--- config.mk ---
export PLATFORM = sky130hd
export DESIGN_NAME = rsa_job_arbiter
export DESIGN_NICKNAME = d
export VERILOG_FILES = /design/src/rtl/rsa_job_arbiter.sv
export SDC_FILE = /design/constraint.sdc
export NUM_CORES = 1
export LEC_CHECK = 0
export ABC_AREA = 1
export CAP_MARGIN = 20
export CORE_ASPECT_RATIO = 2
export CORE_MARGIN = 8
export CORE_UTILIZATION = 35
export CTS_CLUSTER_DIAMETER = 30
export DETAILED_ROUTE_END_ITERATION = 7
export DONT_BUFFER_PORTS = 1
export SLEW_MARGIN = 5
export SYNTH_ARGS = -nofsm -noshare
export SYNTH_HDL_FRONTEND = slang
export SYNTH_SLANG_ARGS = --single-unit
--- constraint.sdc ---
create_clock -name clk -period 1.25 [get_ports clk]
set_input_delay 0.25 -clock clk [delete_from_list [all_inputs] [get_ports clk]]
set_output_delay 0.25 -clock clk [all_outputs]
set_load 0.01 [all_outputs]
--- src/rtl/rsa_job_arbiter.sv ---
// Shares one modular-exponentiation unit between two requesters: round-robin grant,
// operand latch, one-cycle local reset of the unit, run to eoc or timeout, result return.
module rsa_job_arbiter #(
  parameter int WIDTH = 8,
  parameter int TO_W  = 10
) (
  input  logic             clk,
  input  logic             rstb,
  input  logic             req0,
  input  logic [WIDTH-1:0] p0,
  input  logic [WIDTH-1:0] e0,
  input  logic [WIDTH-1:0] m0,
  input  logic [WIDTH-1:0] k0,
  input  logic             req1,
  input  logic [WIDTH-1:0] p1,
  input  logic [WIDTH-1:0] e1,
  input  logic [WIDTH-1:0] m1,
  input  logic [WIDTH-1:0] k1,
  output logic             gnt0,
  output logic             gnt1,
  output logic             done0,
  output logic             done1,
  output logic             err0,
  output logic             err1,
  output logic [WIDTH-1:0] res,
  output logic             busy,
  output logic             rsa_rstb,
  output logic             rsa_en,
  output logic [WIDTH-1:0] rsa_p,
  output logic [WIDTH-1:0] rsa_e,
  output logic [WIDTH-1:0] rsa_m,
  output logic [WIDTH-1:0] rsa_k,
  input  logic [WIDTH-1:0] rsa_c,
  input  logic             rsa_eoc
);

  typedef enum logic [2:0] {
    ST_IDLE  = 3'd0,
    ST_CLEAR = 3'd1,
    ST_RUN   = 3'd2,
    ST_DONE  = 3'd3,
    ST_ERR   = 3'd4
  } state_t;

  // cnt_r holds RUN cycles already elapsed, so the RUN cycle seeing CNT_LAST is number 2**TO_W-1.
  localparam logic [TO_W-1:0] CNT_LAST = {{(TO_W-1){1'b1}}, 1'b0};
  localparam logic [TO_W-1:0] CNT_ONE  = {{(TO_W-1){1'b0}}, 1'b1};

  state_t           state_r;
  state_t           state_nxt_s;
  logic             last_r;
  logic             win_r;
  logic [TO_W-1:0]  cnt_r;
  logic [WIDTH-1:0] res_r;
  logic [WIDTH-1:0] op_p_r, op_e_r, op_m_r, op_k_r;
  logic             gnt0_r, gnt1_r, done0_r, done1_r, err0_r, err1_r, busy_r, rsa_en_r;

  logic             any_req_s;
  logic             pick_s;
  logic             grant_s;
  logic             last_run_s;
  logic             gnt0_nxt_s, gnt1_nxt_s, done0_nxt_s, done1_nxt_s;
  logic             err0_nxt_s, err1_nxt_s, busy_nxt_s, rsa_en_nxt_s;

  // On a tie the requester that did not win last time gets the grant.
  assign any_req_s  = req0 | req1;
  assign pick_s     = (req0 & req1) ? ~last_r : req1;
  assign grant_s    = (state_r == ST_IDLE) & any_req_s;
  assign last_run_s = (cnt_r == CNT_LAST);

  // State register
  always_ff @(posedge clk) begin
    if (!rstb) begin
      state_r <= ST_IDLE;
    end else begin
      state_r <= state_nxt_s;
    end
  end

  // Next-state logic; eoc wins over timeout in the same cycle
  always_comb begin
    state_nxt_s = state_r;
    case (state_r)
      ST_IDLE: begin
        if (any_req_s) begin
          state_nxt_s = ST_CLEAR;
        end else begin
          state_nxt_s = ST_IDLE;
        end
      end
      ST_CLEAR: state_nxt_s = ST_RUN;
      ST_RUN: begin
        if (rsa_eoc) begin
          state_nxt_s = ST_DONE;
        end else if (last_run_s) begin
          state_nxt_s = ST_ERR;
        end else begin
          state_nxt_s = ST_RUN;
        end
      end
      ST_DONE: state_nxt_s = ST_IDLE;
      ST_ERR:  state_nxt_s = ST_IDLE;
      default: state_nxt_s = ST_IDLE;
    endcase
  end

  // Output decode: next values of the registered control outputs
  always_comb begin
    gnt0_nxt_s   = grant_s & ~pick_s;
    gnt1_nxt_s   = grant_s &  pick_s;
    done0_nxt_s  = (state_nxt_s == ST_DONE) & ~win_r;
    done1_nxt_s  = (state_nxt_s == ST_DONE) &  win_r;
    err0_nxt_s   = (state_nxt_s == ST_ERR)  & ~win_r;
    err1_nxt_s   = (state_nxt_s == ST_ERR)  &  win_r;
    busy_nxt_s   = (state_nxt_s != ST_IDLE);
    rsa_en_nxt_s = (state_nxt_s == ST_RUN);
  end

  // Control output registers
  always_ff @(posedge clk) begin
    if (!rstb) begin
      gnt0_r   <= 1'b0;
      gnt1_r   <= 1'b0;
      done0_r  <= 1'b0;
      done1_r  <= 1'b0;
      err0_r   <= 1'b0;
      err1_r   <= 1'b0;
      busy_r   <= 1'b0;
      rsa_en_r <= 1'b0;
    end else begin
      gnt0_r   <= gnt0_nxt_s;
      gnt1_r   <= gnt1_nxt_s;
      done0_r  <= done0_nxt_s;
      done1_r  <= done1_nxt_s;
      err0_r   <= err0_nxt_s;
      err1_r   <= err1_nxt_s;
      busy_r   <= busy_nxt_s;
      rsa_en_r <= rsa_en_nxt_s;
    end
  end

  // Datapath: operand latch on grant, fairness pointer, timeout counter, result
  always_ff @(posedge clk) begin
    if (!rstb) begin
      last_r <= 1'b1;
      win_r  <= 1'b0;
      cnt_r  <= {TO_W{1'b0}};
      res_r  <= {WIDTH{1'b0}};
      op_p_r <= {WIDTH{1'b0}};
      op_e_r <= {WIDTH{1'b0}};
      op_m_r <= {WIDTH{1'b0}};
      op_k_r <= {WIDTH{1'b0}};
    end else begin
      if (grant_s) begin
        last_r <= pick_s;
        win_r  <= pick_s;
        op_p_r <= pick_s ? p1 : p0;
        op_e_r <= pick_s ? e1 : e0;
        op_m_r <= pick_s ? m1 : m0;
        op_k_r <= pick_s ? k1 : k0;
      end
      if (state_r == ST_CLEAR) begin
        cnt_r <= {TO_W{1'b0}};
      end else if (state_r == ST_RUN) begin
        cnt_r <= cnt_r + CNT_ONE;
      end
      if ((state_r == ST_RUN) && rsa_eoc) begin
        res_r <= rsa_c;
      end
    end
  end

  assign gnt0     = gnt0_r;
  assign gnt1     = gnt1_r;
  assign done0    = done0_r;
  assign done1    = done1_r;
  assign err0     = err0_r;
  assign err1     = err1_r;
  assign busy     = busy_r;
  assign rsa_en   = rsa_en_r;
  assign res      = res_r;
  assign rsa_p    = op_p_r;
  assign rsa_e    = op_e_r;
  assign rsa_m    = op_m_r;
  assign rsa_k    = op_k_r;
  assign rsa_rstb = rstb & (state_r != ST_CLEAR);

endmodule

==> flow_metrics.tcl, run 1 <==
set metrics [dict create \
    status "finished, violations left" \
    violations "negative setup slack" \
    die_area_sq_mm 0.01034 \
    cp_max_fo 2 \
    vias 2330 \
    worst_setup_path_start_kind "flop" \
    antenna_found_initial 0 \
    cp-end-kind "primary output" \
    fin_crit_sh_pct 111.2 \
    rows 44 \
    drt-total-wl_um 7291 \
    power_frac_clock_pct 43.7 \
    dpl_cell_area_sq_mm 0.002714 \
    cts_made_buffers 9 \
    vias_per_cell 5.155 \
    ys_types 28 \
    fp.dieW_um 76.02 \
    insertion_delay_ns 0.32 \
    grt_pass1_vias 2294 \
    power_switching_mw 1.406 \
    internal_power_mw 4.074 \
    yosysWarnings 0 \
    drive_gt1_share_pct 19.72 \
    io_pins 126 \
    synth_top_area_share_pct 50.02 \
    grt.overflow.total 0 \
    root_buffer "clkbuf_16" \
    dp_hpwl_um 5245 \
    die_height_um 136.0 \
    min_path_type "in2reg" \
    hold_violations 0 \
    yosys.area.top_type "dfxtp_1" \
    finalSetupViolCount 36 \
    syn_nets 411 \
    dp.cells 427 \
    routedWlPerCell_um 16.13 \
    synthTopCellsByArea "dfxtp_1, nand3_1, nand2_1, a21oi_1, nor2_1" \
    total_power_mw 5.480 \
    clk_pin_slew_ns 0.05 \
    ir_worst_vdd_mv 0.8155 \
    htreeDepth 3 \
    num-nets-final 434 \
    power_frac_seq_pct 43.6 \
    crit_type "reg2out" \
    worstMarginPinSlew_ns 0.2289 \
    clockBufferDepth 2 \
    gr-usage-all-layers_pct 13.32 \
    syn_to_final_growth_pct 27.20 \
    skew_ns 0.007470 \
    io_buffers 0 \
    synthCells 332 \
    p_per_area_mw_per_mm2 1709 \
    ys_ff_latch 63 \
    drt-pass1-iter-count 4 \
    setup_ws_ns -0.1396 \
    fin_cells 452 \
    drv_slew 0 \
    max_slew_margin_pct 84.69 \
    async_reset_ff_share_pct 0 \
    drc 0 \
    cts_num_sinks 63 \
    yosysSeqAreaShare_pct 50.02 \
    sw_frac_of_total_pct 25.65 \
    combPwrFrac_pct 12.7 \
    syn_avg_cell_area_sq_um 7.594 \
    ys_top_cells_by_count "nand2_1, nand3_1, dfxtp_1" \
    grt_pass1_wl_um 10960 \
    cp.arrival_ns 1.14 \
    required_ns 1.00 \
    grt_start_max_net_pins 25 \
    fin_area_sq_mm 0.003207 \
    fmax_mhz 719.6 \
    postRouteAntennaNets 0 \
    n_antenna_cell 0 \
    gp_congestion 0.7131 \
    p_leak_nw 1.337 \
    first_iter_violations 115 \
    cap_violations 0 \
    coreArea_sq_mm 0.007102 \
    initial_core_util_pct 35.50 \
    synth_most_common_cell "nand2_1" \
    synthFlopType "dfxtp_1" \
    grt_setup_unrepaired "true" \
    netlist_area_sq_mm 0.002521 \
    synth-edff-count 0 \
    min_period_ns 1.390 \
    tritoncts "done" \
]
routing by layer:
layer | up-vias | global-route usage [%] | wire (um)
met5 | - | 0 | 0
met4 | 0 | 6.923 | 108
met3 | 9 | 7.483 | 990
met2 | 113 | 21.66 | 3476
met1 | 1075 | 13.29 | 2715
li1 | 1133 | - | -
worst max-delay path, cell delays in order, from the launching register on:
cell and delay, ns:
dfxtp_2 0.32, inv_2 0.05, nand2_1 0.05, nor2_1 0.10
inv_1 0.07, nand2_2 0.07, inv_2 0.05, buf_6 0.11
layout by cell type (no fill, tap or decap), types with 2 or more instances in the layout:
cell type  count
clkbuf_16      9
dfxtp_2        4
buf_4         18
a21oi_1       15
nand2_2        4
ha_1           2
dfxtp_1       59
nor2_2         2
buf_12         3
clkinv_2       3
inv_1         11
nand2_1       93
clkbuf_1       2
o21ai_0        4
inv_2          5
nor2_4         2
nand4_1        3
buf_6          4
nor3_2         3
inv_4          2
nor2_1        15
nand2_4        2
nand3_1       77
power groups by stage:
stage                     Sequential, mW  Combinational [mW]  Clock, mW
after floorplan                     2.38               0.398          0
after global placement              2.42               0.521          0
after detailed placement            2.43               0.547          0
after CTS                           2.39               0.678       2.47
after global routing                2.41               0.762       2.55
final                               2.39               0.694       2.40
state kept, by name, summed over array words and instances, names as in the netlist, 3 cells and up:
register  cells
cnt_r        10
res           8
rsa_e         8
rsa_k         8
rsa_m         8
rsa_p         8
state_r       3
stage by stage:
step | hold slack (ns) | worst slack [ns] | util (%) | TNS [ns]
final | 0.03984 | -0.1396 | 45.16 | -0.9661
after global routing | 0.03811 | -0.2000 | 45.16 | -3.998
after CTS | 0.02390 | -0.1472 | 44.52 | -1.551
after detailed placement | 0.3409 | -0.09732 | 38.21 | -2.609
after global placement | 0.3386 | -0.03203 | 38.21 | -0.6818
after floorplan | 0.3341 | 0.004444 | - | 0
final cells by class:
| type | count | area (sq um) |
|---|---|---|
| Sequential cell | 63 | 1266 |
| Timing Repair inverter | 1 | 6.256 |
| Clock buffer | 12 | 246.5 |
| Multi-Input combinational cell | 235 | 1175 |
| Clock inverter | 4 | 45.04 |
| Fill cell | 703 | 3895 |
| Timing Repair Buffer | 27 | 277.8 |
| Inverter | 18 | 75.07 |
| Tap cell | 92 | 115.1 |
worst paths after layout:
path                            cells after the start       end       start  slack, ns
worst max register to register                      8  rsa_p[7]  state_r[0]      -0.04
worst min-delay path                                2  rsa_k[6]       k1[6]       0.04
worst max-delay path                                7  rsa_rstb  state_r[1]      -0.14
worst min register to register                      2    last_r      last_r       0.46
cells by family after synthesis:
kind of cell | after synthesis | share of synthesized area (%)
simple gates | 208 | 37.32
buf+inv | 34 | 6.352
compound gates | 24 | 4.963
fa+ha+maj | 2 | 0.9924
xor+xnor | 1 | 0.3475
flops | 63 | 50.02
what timing repair did:
item / 4_1_cts / 5_1_grt
endpoints found under the setup margin: 44 / 52
buffers inserted: 7 / 1
hold buffers: 1 / 0
pin swaps: 4 / 9
resized for setup: 22 / 15
cloned: 2 / 0
endpoints found under the hold margin: 1 / 0
Power figures use the tool's default switching activity.
==> run 2, diff against run 1 <==
--- a/config.mk
+++ b/config.mk
@@ -6,6 +6,7 @@
 export NUM_CORES = 1
 export LEC_CHECK = 0
 export ABC_AREA = 1
+export ABC_CLOCK_PERIOD_IN_PS = 1250
 export CAP_MARGIN = 20
 export CORE_ASPECT_RATIO = 2
 export CORE_MARGIN = 8
@@ -13,6 +14,7 @@
 export CTS_CLUSTER_DIAMETER = 30
 export DETAILED_ROUTE_END_ITERATION = 7
 export DONT_BUFFER_PORTS = 1
+export REMOVE_ABC_BUFFERS = 1
 export SLEW_MARGIN = 5
 export SYNTH_ARGS = -nofsm -noshare
 export SYNTH_HDL_FRONTEND = slang
==> flow_metrics.tcl, run 2 (same netlist as run 1, synthesis figures left out) <==
set metrics [dict create \
    critPathMaxStageDelay_ns 0.32 \
    dp_hpwl_um 5029 \
    layout_commonest_cell "nand2_1" \
    drive_gt1_share_pct 25.62 \
    finalSetupViolCount 52 \
    power_frac_clock_pct 45.3 \
    cp_max_fo 5 \
    vias_per_cell 5.114 \
    insertion_delay_ns 0.32 \
    sw_frac_of_total_pct 25.87 \
    power_switching_mw 1.495 \
    io_buffers 0 \
    largest-register "cnt_r" \
    drc 0 \
    required_ns 1.00 \
    drv_slew 0 \
    internal_power_mw 4.284 \
    io_pins 126 \
    cp_slowest_cell "dfxtp_2" \
    cts_num_sinks 63 \
    cts_made_buffers 9 \
    final_cell_mix "nand2_1, nand3_1, dfxtp_1, buf_4" \
    p_leak_nw 1.445 \
    num-fill-cells 661 \
    antenna_found_initial 0 \
    first_iter_violations 109 \
    syn_to_final_growth_pct 35.09 \
    die_area_sq_mm 0.01034 \
    drt-pass1-iter-count 5 \
    combPwrFrac_pct 13.4 \
    hold_violations 0 \
    grt_setup_unrepaired "true" \
    setup_ws_ns -0.1292 \
    crit_top_cell "inv_2" \
    cp-end-kind "primary output" \
    largest_register_ffs 10 \
    fin_crit_sh_pct 110.3 \
    fin_area_sq_mm 0.003406 \
    violations "negative setup slack" \
    total_power_mw 5.779 \
    htreeDepth 3 \
    routedWlPerCell_um 16.41 \
    vias 2327 \
    gp_congestion 0.8082 \
    dpl_cell_area_sq_mm 0.002691 \
    gr-usage-all-layers_pct 13.67 \
    status "finished, violations left" \
    worstMarginPinSlew_ns 0.2754 \
    fmax_mhz 725.0 \
    worstPathCellList "inv_2, nand2_1, nor2_1, inv_1, nand2_2, inv_2, buf_6" \
    p_per_area_mw_per_mm2 1697 \
    num-nets-final 437 \
    place_ws_ns -0.1151 \
    drt-total-wl_um 7467 \
    grt.overflow.total 0 \
    crit_type "reg2out" \
    grt_start_max_net_pins 34 \
    setup-tns-final_ns -2.467 \
    grt_pass1_wl_um 11500 \
    worst_setup_path_start_kind "flop" \
    tritoncts "done" \
    coreArea_sq_mm 0.007102 \
    postRouteAntennaNets 0 \
    rows 44 \
    die_height_um 136.0 \
    power_frac_seq_pct 41.3 \
    n_antenna_cell 0 \
    grt_pass1_vias 2421 \
    min_period_ns 1.379 \
    clockBufferDepth 2 \
    fp.dieW_um 76.02 \
    ir_worst_vdd_mv 1.089 \
    cp.arrival_ns 1.13 \
    cap_violations 0 \
    root_buffer "clkbuf_16" \
    initial_core_util_pct 35.50 \
    min_path_type "in2reg" \
    max_slew_margin_pct 81.59 \
    skew_ns 0.007791 \
    clk_pin_slew_ns 0.06 \
]
==> run 2: changes by cell type in the layout (fill, tap and decap cells not counted), moves of 3 or more <==
cell | before | now
buf_4 | 18 | 15
buf_6 | 4 | 8
nand2_1 | 93 | 88
nand2_2 | 4 | 8
nand3_1 | 77 | 73
nand3_2 | 1 | 5
nor3_2 | 3 | 0
nor3_4 | 0 | 3
==> run 2: area by class of cell <==
cell class | instances | area [sq um] | share of cell area (%)
Clock inverter | 7 | 97.59 | 2.866
Multi-Input combinational cell | 235 | 1252 | 36.77
Sequential cell | 63 | 1269 | 37.25
Tap cell | 92 | 115.1 | 3.380
Clock buffer | 9 | 225.2 | 6.613
Timing Repair inverter | 1 | 6.256 | 0.1837
Inverter | 18 | 80.08 | 2.351
Timing Repair Buffer | 30 | 360.3 | 10.58
==> run 2: repair_timing <==
item                                   CTS  global route
pin swaps                                1            10
resized for setup                       19            46
endpoints found under the hold margin    1             1
setup buffers                            6             6
gates cloned                             2             2
setup endpoints to repair               48            55
==> run 2: worst max-delay path: cells and delay by family, from the launching register on <==
kind | cells | cell delay [ns]
AND/OR/NAND/NOR | 3 | 0.19
buffers and inverters | 4 | 0.29
flip-flops | 1 | 0.32
==> run 2: path summary, 6_finish.rpt <==
kind	from	end	slack [ns]	cells past startpoint
worst max register to register	state_r[0]	res[1]	-0.09	10
worst max-delay path	state_r[1]	rsa_rstb	-0.13	7
worst min register to register	last_r	last_r	0.48	2
worst min-delay path	rstb	last_r	0.009	1
==> run 2: routing by layer <==
layer / global-route usage [%] / vias to the layer above / wire length [um]
met3: 7.152 / 13 / 906
met1: 15.55 / 1048 / 3049
met4: 6.264 / 0 / 103
li1: - / 1143 / -
met5: 0 / - / 0
met2: 20.65 / 123 / 3408
==> run 2: through the flow <==
step | std cells | util (%) | hold WS (ns)
2_1_floorplan | 316 | - | 0.3341
3_3_place_gp | 424 | 37.90 | 0.3398
3_5_place_dp | 424 | 37.90 | 0.3404
4_1_cts | 447 | 44.45 | -0.003446
5_1_grt | 455 | 47.96 | -0.004482
6_report | 455 | 47.96 | 0.008581
==> run 2: power by group through the flow <==
stage,Clock [mW],Combinational (mW),Sequential [mW]
after global routing,2.77,0.850,2.41
after CTS,2.68,0.628,2.39
after floorplan,0,0.351,2.38
after global placement,0,0.498,2.42
final,2.62,0.774,2.39
after detailed placement,0,0.525,2.42
==> run 3, diff against run 2 <==
--- a/config.mk
+++ b/config.mk
@@ -10,10 +10,11 @@
 export CAP_MARGIN = 20
 export CORE_ASPECT_RATIO = 2
 export CORE_MARGIN = 8
-export CORE_UTILIZATION = 35
+export CORE_UTILIZATION = 56
 export CTS_CLUSTER_DIAMETER = 30
 export DETAILED_ROUTE_END_ITERATION = 7
 export DONT_BUFFER_PORTS = 1
+export PLACE_DENSITY = 0.74
 export REMOVE_ABC_BUFFERS = 1
 export SLEW_MARGIN = 5
 export SYNTH_ARGS = -nofsm -noshare
==> flow_metrics.tcl, run 3 (same netlist as run 1, synthesis figures left out) <==
set metrics [dict create \
    status "finished, violations left" \
    violations "negative setup slack" \
    layout_commonest_cell "nand2_1" \
    sw_frac_of_total_pct 29.43 \
    min_period_ns 1.398 \
    power_frac_seq_pct 46.7 \
    dp_hpwl_um 5161 \
    drt-total-wl_um 8702 \
    postRouteAntennaNets 0 \
    combPwrFrac_pct 18.7 \
    syn_to_final_growth_pct 42.28 \
    final_cell_mix "nand2_1, dfxtp_1, nand3_1, nand3_2, buf_4" \
    drc 0 \
    cp_slowest_cell "dfxtp_2" \
    drive_gt1_share_pct 39.46 \
    n_antenna_cell 0 \
    worst_setup_path_start_kind "flop" \
    power_switching_mw 1.513 \
    routedWlPerCell_um 20.52 \
    crit_top_cell "inv_2" \
    gp_congestion 0.8459 \
    skew_ns 0.007973 \
    rows 34 \
    cts_made_buffers 9 \
    num-nets-final 444 \
    htreeDepth 3 \
    ir_worst_vdd_mv 1.551 \
    dp.cells 391 \
    hold_violations 0 \
    fp.dieW_um 63.45 \
    clockBufferDepth 2 \
    coreArea_sq_mm 0.004339 \
    grt_pass1_vias 2291 \
    min_path_type "in2reg" \
    clk_pin_slew_ns 0.08 \
    root_buffer "clkbuf_8" \
    crit_buf_inv 4 \
    die_area_sq_mm 0.007035 \
    antenna_found_initial 0 \
    cp.arrival_ns 1.15 \
    io_pins 126 \
    grt_pass1_wl_um 11010 \
    whs_ns 0.01077 \
    gr-usage-all-layers_pct 19.04 \
    worstPathCellList "inv_2, nand2_1, nor2_1, inv_1, nand2_2, inv_2, buf_6" \
    finalSetupViolCount 39 \
    die_height_um 110.9 \
    insertion_delay_ns 0.33 \
    required_ns 1.00 \
    cp_max_fo 2 \
    cap_violations 0 \
    worstMarginPinSlew_ns 0.2526 \
    p_leak_nw 1.691 \
    critPathMaxStageDelay_ns 0.32 \
    largest_register_ffs 10 \
    initial_core_util_pct 58.10 \
    fmax_mhz 715.1 \
    tritoncts "done" \
    cts_num_sinks 63 \
    grt_setup_unrepaired "true" \
    vias 2547 \
    cp-end-kind "primary output" \
    total_power_mw 5.139 \
    first_iter_violations 215 \
    grt_start_max_net_pins 33 \
    setup_ws_ns -0.1485 \
    io_buffers 0 \
    max_slew_margin_pct 83.14 \
    drv_slew 0 \
    fin_area_sq_mm 0.003587 \
    grt.overflow.total 0 \
    dpl_cell_area_sq_mm 0.002706 \
    internal_power_mw 3.627 \
    fin_cells 424 \
    drt-pass1-iter-count 4 \
    fin_crit_sh_pct 111.9 \
    place_ws_ns -0.1009 \
    cp_top_family "flip-flops" \
    power_frac_clock_pct 34.6 \
    crit_type "reg2out" \
    largest-register "cnt_r" \
    p_per_area_mw_per_mm2 1433 \
    vias_per_cell 6.007 \
]
run 3: cell count changes in the layout (fill, tap and decap cells not counted), sizes merged:
cell and change:
buf +5, clkbuf +5, clkinvlp -2, bufbuf -1, bufinv -1, clkinv +1
run 3: final cells by class:
| cell class | instances | area [sq um] |
|---|---|---|
| Multi-Input combinational cell | 235 | 1504 |
| Sequential cell | 63 | 1270 |
| Fill cell | 259 | 752.0 |
| Timing Repair Buffer | 37 | 465.4 |
| Clock buffer | 11 | 141.4 |
| Inverter | 18 | 72.57 |
| Tap cell | 54 | 67.56 |
| Clock inverter | 5 | 57.56 |
| Timing Repair inverter | 1 | 8.758 |
run 3: metal layers:
layer	GRT usage (%)	share of wire (%)	vias to the layer above
met5	0	0	-
met4	8.546	3.2	0
met2	34.26	54	167
met3	7.591	10	26
met1	18.06	33	1195
li1	-	-	1159
run 3: power groups by stage:
| stage | Combinational, mW | Clock (mW) | Sequential [mW] |
|---|---|---|---|
| finish | 0.962 | 1.78 | 2.40 |
| global route | 1.03 | 1.85 | 2.42 |
| CTS | 0.746 | 1.76 | 2.38 |
| detailed placement | 0.594 | 0 | 2.43 |
| global placement | 0.576 | 0 | 2.43 |
| floorplan | 0.351 | 0 | 2.38 |
run 3: path summary, 6_finish.rpt:
check / start / slack, ns / depth (start not counted) / endpoint
max: state_r[1] / -0.15 / 7 / rsa_rstb
min: k1[4] / 0.01 / 2 / rsa_k[4]
max reg2reg: state_r[2] / -0.14 / 8 / rsa_k[3]
min reg2reg: cnt_r[5] / 0.49 / 2 / cnt_r[5]
run 3: metrics by stage:
step	utilization [%]	TNS, ns
floorplan	-	-16.07
global placement	62.37	-1.644
detailed placement	62.37	-2.759
CTS	70.16	-2.178
global route	82.67	-7.648
finish	82.67	-3.761
run 3: repair_timing:
| action | in CTS | in global routing |
|---|---|---|
| buffers inserted | 5 | 5 |
| endpoints found under the setup margin | 40 | 54 |
| resized for setup | 15 | 101 |
| pin swaps | 2 | 21 |
| gates cloned | 2 | 5 |
| endpoints found under the hold margin | 0 | 0 |
| hold buffers | 0 | 0 |
